<file path="src/rtl/stepper_driver.sv">
`default_nettype none
// stepper_driver: 4-coil stepper phase sequencer with full/half-step modes, a
// programmable step period and a step-count budget.  Rev 1.0
module stepper_driver #(
  parameter int DIV_W     = 16,
  parameter int CNT_W     = 16,
  parameter int IDLE_HOLD = 1
) (
  input  logic             clk,
  input  logic             rst_n,
  input  logic             enable,
  input  logic             start,
  input  logic             dir,
  input  logic             half_step,
  input  logic [DIV_W-1:0] period,
  input  logic [CNT_W-1:0] steps,
  output logic [3:0]       coils,
  output logic             busy,
  output logic             done,
  output logic [CNT_W-1:0] remaining
);

  typedef enum logic {IDLE = 1'b0, RUN = 1'b1} state_t;

  localparam logic [DIV_W-1:0] DIV_ONE = DIV_W'(1);
  localparam logic [CNT_W-1:0] CNT_ONE = CNT_W'(1);

  state_t           state_q, state_d;
  logic [2:0]       idx_q, idx_d;
  logic [DIV_W-1:0] div_q, div_d;
  logic [DIV_W-1:0] per_q, per_d;
  logic [CNT_W-1:0] rem_q, rem_d;
  logic             dir_q, dir_d;
  logic             half_q, half_d;
  logic             done_q, done_d;
  logic             energised_q, energised_d;
  logic [3:0]       coils_q, coils_d;
  logic [2:0]       w_inc;

  function automatic logic [3:0] phase(input logic [2:0] i);
    case (i)
      3'd0:    phase = 4'b0001;
      3'd1:    phase = 4'b0011;
      3'd2:    phase = 4'b0010;
      3'd3:    phase = 4'b0110;
      3'd4:    phase = 4'b0100;
      3'd5:    phase = 4'b1100;
      3'd6:    phase = 4'b1000;
      default: phase = 4'b1001;
    endcase
  endfunction

  // Full-step lands on odd indices (two coils on); an even index first aligns by one.
  assign w_inc = (half_q || !idx_q[0]) ? 3'd1 : 3'd2;

  always_comb begin
    state_d     = state_q;
    idx_d       = idx_q;
    div_d       = div_q;
    per_d       = per_q;
    rem_d       = rem_q;
    dir_d       = dir_q;
    half_d      = half_q;
    energised_d = energised_q;
    done_d      = 1'b0;
    case (state_q)
      IDLE: begin
        if (enable && start) begin
          if (steps != '0) begin
            state_d = RUN;
            dir_d   = dir;
            half_d  = half_step;
            per_d   = (period == '0) ? DIV_ONE : period;
            rem_d   = steps;
            div_d   = '0;
          end else begin
            done_d = 1'b1;
          end
        end
      end
      default: begin
        if (!enable) begin
          state_d = IDLE;
          rem_d   = '0;
          div_d   = '0;
        end else if (div_q == per_q - DIV_ONE) begin
          div_d = '0;
          rem_d = rem_q - CNT_ONE;
          // The first step after reset energises the current phase instead of moving.
          if (!energised_q) energised_d = 1'b1;
          else              idx_d = dir_q ? (idx_q + w_inc) : (idx_q - w_inc);
          if (rem_q == CNT_ONE) begin
            state_d = IDLE;
            done_d  = 1'b1;
          end
        end else begin
          div_d = div_q + DIV_ONE;
        end
      end
    endcase
    coils_d = '0;
    if (enable && energised_d && ((state_d == RUN) || (IDLE_HOLD != 0)))
      coils_d = phase(idx_d);
  end

  always_ff @(posedge clk or negedge rst_n) begin
    if (!rst_n) begin
      state_q     <= IDLE;
      idx_q       <= '0;
      div_q       <= '0;
      per_q       <= DIV_ONE;
      rem_q       <= '0;
      dir_q       <= 1'b0;
      half_q      <= 1'b0;
      done_q      <= 1'b0;
      energised_q <= 1'b0;
      coils_q     <= '0;
    end else begin
      state_q     <= state_d;
      idx_q       <= idx_d;
      div_q       <= div_d;
      per_q       <= per_d;
      rem_q       <= rem_d;
      dir_q       <= dir_d;
      half_q      <= half_d;
      done_q      <= done_d;
      energised_q <= energised_d;
      coils_q     <= coils_d;
    end
  end

  assign coils     = coils_q;
  assign busy      = (state_q == RUN);
  assign done      = done_q;
  assign remaining = rem_q;

endmodule
`default_nettype wire

</file>
<file path="config.mk">
export PLATFORM = sky130hd
export DESIGN_NAME = stepper_driver
export DESIGN_NICKNAME = d
export VERILOG_FILES = /design/src/rtl/stepper_driver.sv
export SDC_FILE = /design/constraint.sdc
export NUM_CORES = 1
export LEC_CHECK = 0
export CORE_MARGIN = 2
export CORE_UTILIZATION = 40
export CTS_BUF_LIST = sky130_fd_sc_hd__clkbuf_4
export DETAILED_ROUTE_END_ITERATION = 12
export RECOVER_POWER = 100
export SLEW_MARGIN = 10
export SYNTH_ARGS = -nofsm -noshare
export SYNTH_HDL_FRONTEND = slang
export SYNTH_SLANG_ARGS = --single-unit
</file>
<file path="constraint.sdc">
create_clock -name clk -period 4.9 [get_ports clk]
set_input_delay 0.98 -clock clk [delete_from_list [all_inputs] [get_ports clk]]
set_output_delay 0.98 -clock clk [all_outputs]
set_load 0.01 [all_outputs]
</file>
==> run_results.csv <==
group,metric,value,unit
synth,ys_top_cells_by_count,"sky130_fd_sc_hd__dfrtp_1 (59), sky130_fd_sc_hd__nor2_1 (36), sky130_fd_sc_hd__nand2_1 (30)",
power_and_ir_drop,power_density,331.2,mW/mm2
cts,cts.hold.buffers_added,0,
global_routing,wire_length_of_the_first_global_routing_pass,16350,um
cts,worst_setup_hold_path_clk_slew,110,ps
timing,tightest_slew,1776,ps
cts,cts_tree,"built",
final_layout,post-route-cell-area,0.004466,mm2
placement,io_buffers,59,
routing,route.top_layer_used,"met4",
setup_path,endpoint_kind,"register",
placement,placement.cell_area,0.004329,mm2
timing,final_period_minus_worst_setup_slack,3975,ps
timing,finalCritPeriodShare,0.8113,
setup_path,crit_path_capture,"remaining[3]",
timing,setup_viol_count_final,0,
routing,drt-total-wl,9615,um
worst_hold_path,min-delay-path-class,"reg -> reg",
status,result_of_the_run,"finished, violations left",
cts,cts_setup_buffers,0,
cts,tritoncts.num_buffers,9,
final_layout,post-route-util,0.5071,
cts,clock-root-buffer,"sky130_fd_sc_hd__clkbuf_4",
synth,synth-seq-area-share,0.4110,
setup_path,rrSetupSlack,920,ps
routing,drt-initial-drc-count,127,
timing,timing.final.max_slew_violations,63,
die,die_height,99.61,um
synth,postSynthNetCount,446,
routing,route.antenna.remaining_nets,0,
synth,synth-edff-count,0,
routing,met2_length,4550,um
setup_path,timing_worst_setup_path_type,"reg -> reg",
synth,synthDominantCellAreaShare,0.4038,
cts,clock_path_buffers,2,
timing,rsz0062_at_grt,"false",
synth,synthArstFlopShare,1.000,
die,ioPinCount,60,
timing,finalHoldViolCount,0,
setup_path,timing.critical_path.arrival,4280,ps
routing,firstDrtPassIters,4,
final_layout,flow.area_growth_from_synthesis,22.14,%
global_routing,antenna_violations_before_repair,0,
final_layout,finish.net_count,501,
routing,met3RoutedLength,506,um
setup_path,critical_path.startpoint_type,"register",
synth,yosys.cell_types.count,58,
setup_path,cp-startpoint,"per_q[4]",
placement,pre_cts_ws,972.4,ps
final_layout,layoutNonFillerInstCount,571,
status,violations_in_the_final_reports,"max-capacitance violations, max-slew violations",
synth,postSynthAreaPerCell,9.072,um2
synth,synth_flop_cell,"sky130_fd_sc_hd__dfrtp_1",
power_and_ir_drop,leakage,1.831,nW
routing,post_drt_via_cell_ratio,5.758,
routing,routedWlPerCell,16.84,um
routing,vias,3288,
synth,synth_largest_area_cell,"sky130_fd_sc_hd__dfrtp_1",
setup_path,cp.required,5200,ps
setup_path,critical_path.reg2reg.startpoint,"per_q[4]",
die,dieWidth,99.61,um
timing,max_clock_freq,0.2515,GHz
placement,place.gp.congestion,0.8828,
cts,worst_skew_pair.late_latency,410,ps
placement,detailed_place_hpwl,7048,um
setup_path,r2r-end,"remaining[3]",
timing,totalNegativeSetupSlack,0,ps
cts,cts_num_sinks,60,
routing,number_of_design_rule_violations_left_after_detail_routing,0,
cts,post_cts_resized,0,
synth,synth_seq_cells,60,
global_routing,grt_pass1_vias,3353,
routing,detail_route.wirelength.met1,4386,um
final_layout,final_layout_size_suffix_gt1_frac,0.09287,
global_routing,grt_start_max_net_pins,33,
synth,netlist_instances,403,
power_and_ir_drop,irDropWorstVdd,174.1,uV
timing,fin_worst_skew,15.69,ps
worst_hold_path,holdCritStartpoint,"half_q",
final_layout,antennaDiodeCount,0,
die,start_util,0.4152,
global_routing,global_route_total_usage_across_every_layer,0.2058,
timing,fin_ws,924.5,ps
global_routing,grt_overflow_total,0,
placement,placed_cell_count,555,
setup_path,timing.reg2reg.worst_path_depth,8,
setup_path,cp_max_fo,22,
timing,slew-limit-headroom,-0.1842,
die,fp.coreArea,0.008806,mm2
synth,synth-warning-count,0,
die,placement_rows,34,
flow_run,drv.max_cap_violation_count,2,
die,design.die.area,0.009921,mm2
synth,synthMostInstantiatedCell,"sky130_fd_sc_hd__dfrtp_1",
synth,synth.top_cells.by_area,"sky130_fd_sc_hd__dfrtp_1 (40%), sky130_fd_sc_hd__xor2_1 (5.5%), sky130_fd_sc_hd__mux2_2 (5.2%), sky130_fd_sc_hd__nor2_1 (3.7%), sky130_fd_sc_hd__nor3_1 (3.3%)",
synth,post_synth_instance_area,0.003656,mm2
cts,cts-htree-levels,3,
metrics by stage:
stage	total power, W	hold slack, ps
2_1_floorplan	0.0009131	497.8
3_3_place_gp	0.001097	523.3
3_5_place_dp	0.001101	530.9
4_1_cts	0.001504	554.5
5_1_grt	0.001577	574.3
6_report	0.001479	545.2
sequential cells by signal, indices dropped and copies added, names as in the netlist:
| register | count |
|---|---|
| busy | 1 |
| coils | 4 |
| dir_q | 1 |
| div_q | 16 |
| done | 1 |
| energised_q | 1 |
| half_q | 1 |
| idx_q | 3 |
| per_q | 16 |
| remaining | 16 |
worst max-delay path: stages, from the launching register on:
cell and delay [ps]:
sky130_fd_sc_hd__dfrtp_1 470, sky130_fd_sc_hd__nor4_1 800, sky130_fd_sc_hd__nand4_1 200, sky130_fd_sc_hd__xnor2_1 200
sky130_fd_sc_hd__or4_1 530, sky130_fd_sc_hd__or4b_1 660, sky130_fd_sc_hd__a21oi_4 570, sky130_fd_sc_hd__o21ai_0 190
sky130_fd_sc_hd__a22o_1 260
placed cells by master, fill, tap and decap left out, drive strengths merged, types with 9 or more instances in the layout:
| cell | instances |
|---|---|
| nand4 | 9 |
| a21oi | 24 |
| inv | 14 |
| dfrtp | 59 |
| dlygate4sd3 | 23 |
| xor2 | 23 |
| clkbuf | 13 |
| nand3 | 14 |
| nor3 | 24 |
| xnor2 | 10 |
| mux2 | 17 |
| clkdlybuf4s50 | 35 |
| o21ai | 26 |
| nor2 | 36 |
| nand2 | 31 |
| nor4 | 18 |
area by class of cell:
class                           instances  area, um2
Fill cell                             831       4340
Multi-Input combinational cell        310       2011
Sequential cell                        60       1503
Timing Repair Buffer                   64      610.6
Tap cell                              108      135.1
Clock inverter                          7      90.09
Clock buffer                            9      67.56
Inverter                               13      48.80
report_power, final:
| group | internal (W) | total (W) | switching [W] |
|---|---|---|---|
| registers | 0.000561 | 0.000667 | 0.000106 |
| clock network | 0.000205 | 0.000401 | 0.000196 |
| logic | 0.000195 | 0.000410 | 0.000216 |
kinds of logic (layout without fill, tap and decap cells):
logic type | Yosys count | after routing | synth area share
simple gates | 164 | 164 | 0.2341
xor+xnor | 33 | 33 | 0.07905
fa+ha+maj | 5 | 5 | 0.01917
compound gates | 88 | 88 | 0.1588
buf+inv | 33 | 93 | 0.03730
flops | 60 | 60 | 0.4110
mux | 20 | 20 | 0.06057
worst min path at each step:
stage	slack (ps)	cells past startpoint	to
after floorplan	500	1	half_q
after global placement	520	1	per_q[15]
after detailed placement	530	1	half_q
after CTS	550	1	half_q
after global routing	570	1	per_q[15]
final	550	1	half_q
per-layer routing:
layer,vias up,track usage
met4,0,0.05796
met2,99,0.3441
met5,-,0
li1,1591,-
met1,1587,0.2672
met3,11,0.04849
Power figures use the tool's default switching activity.
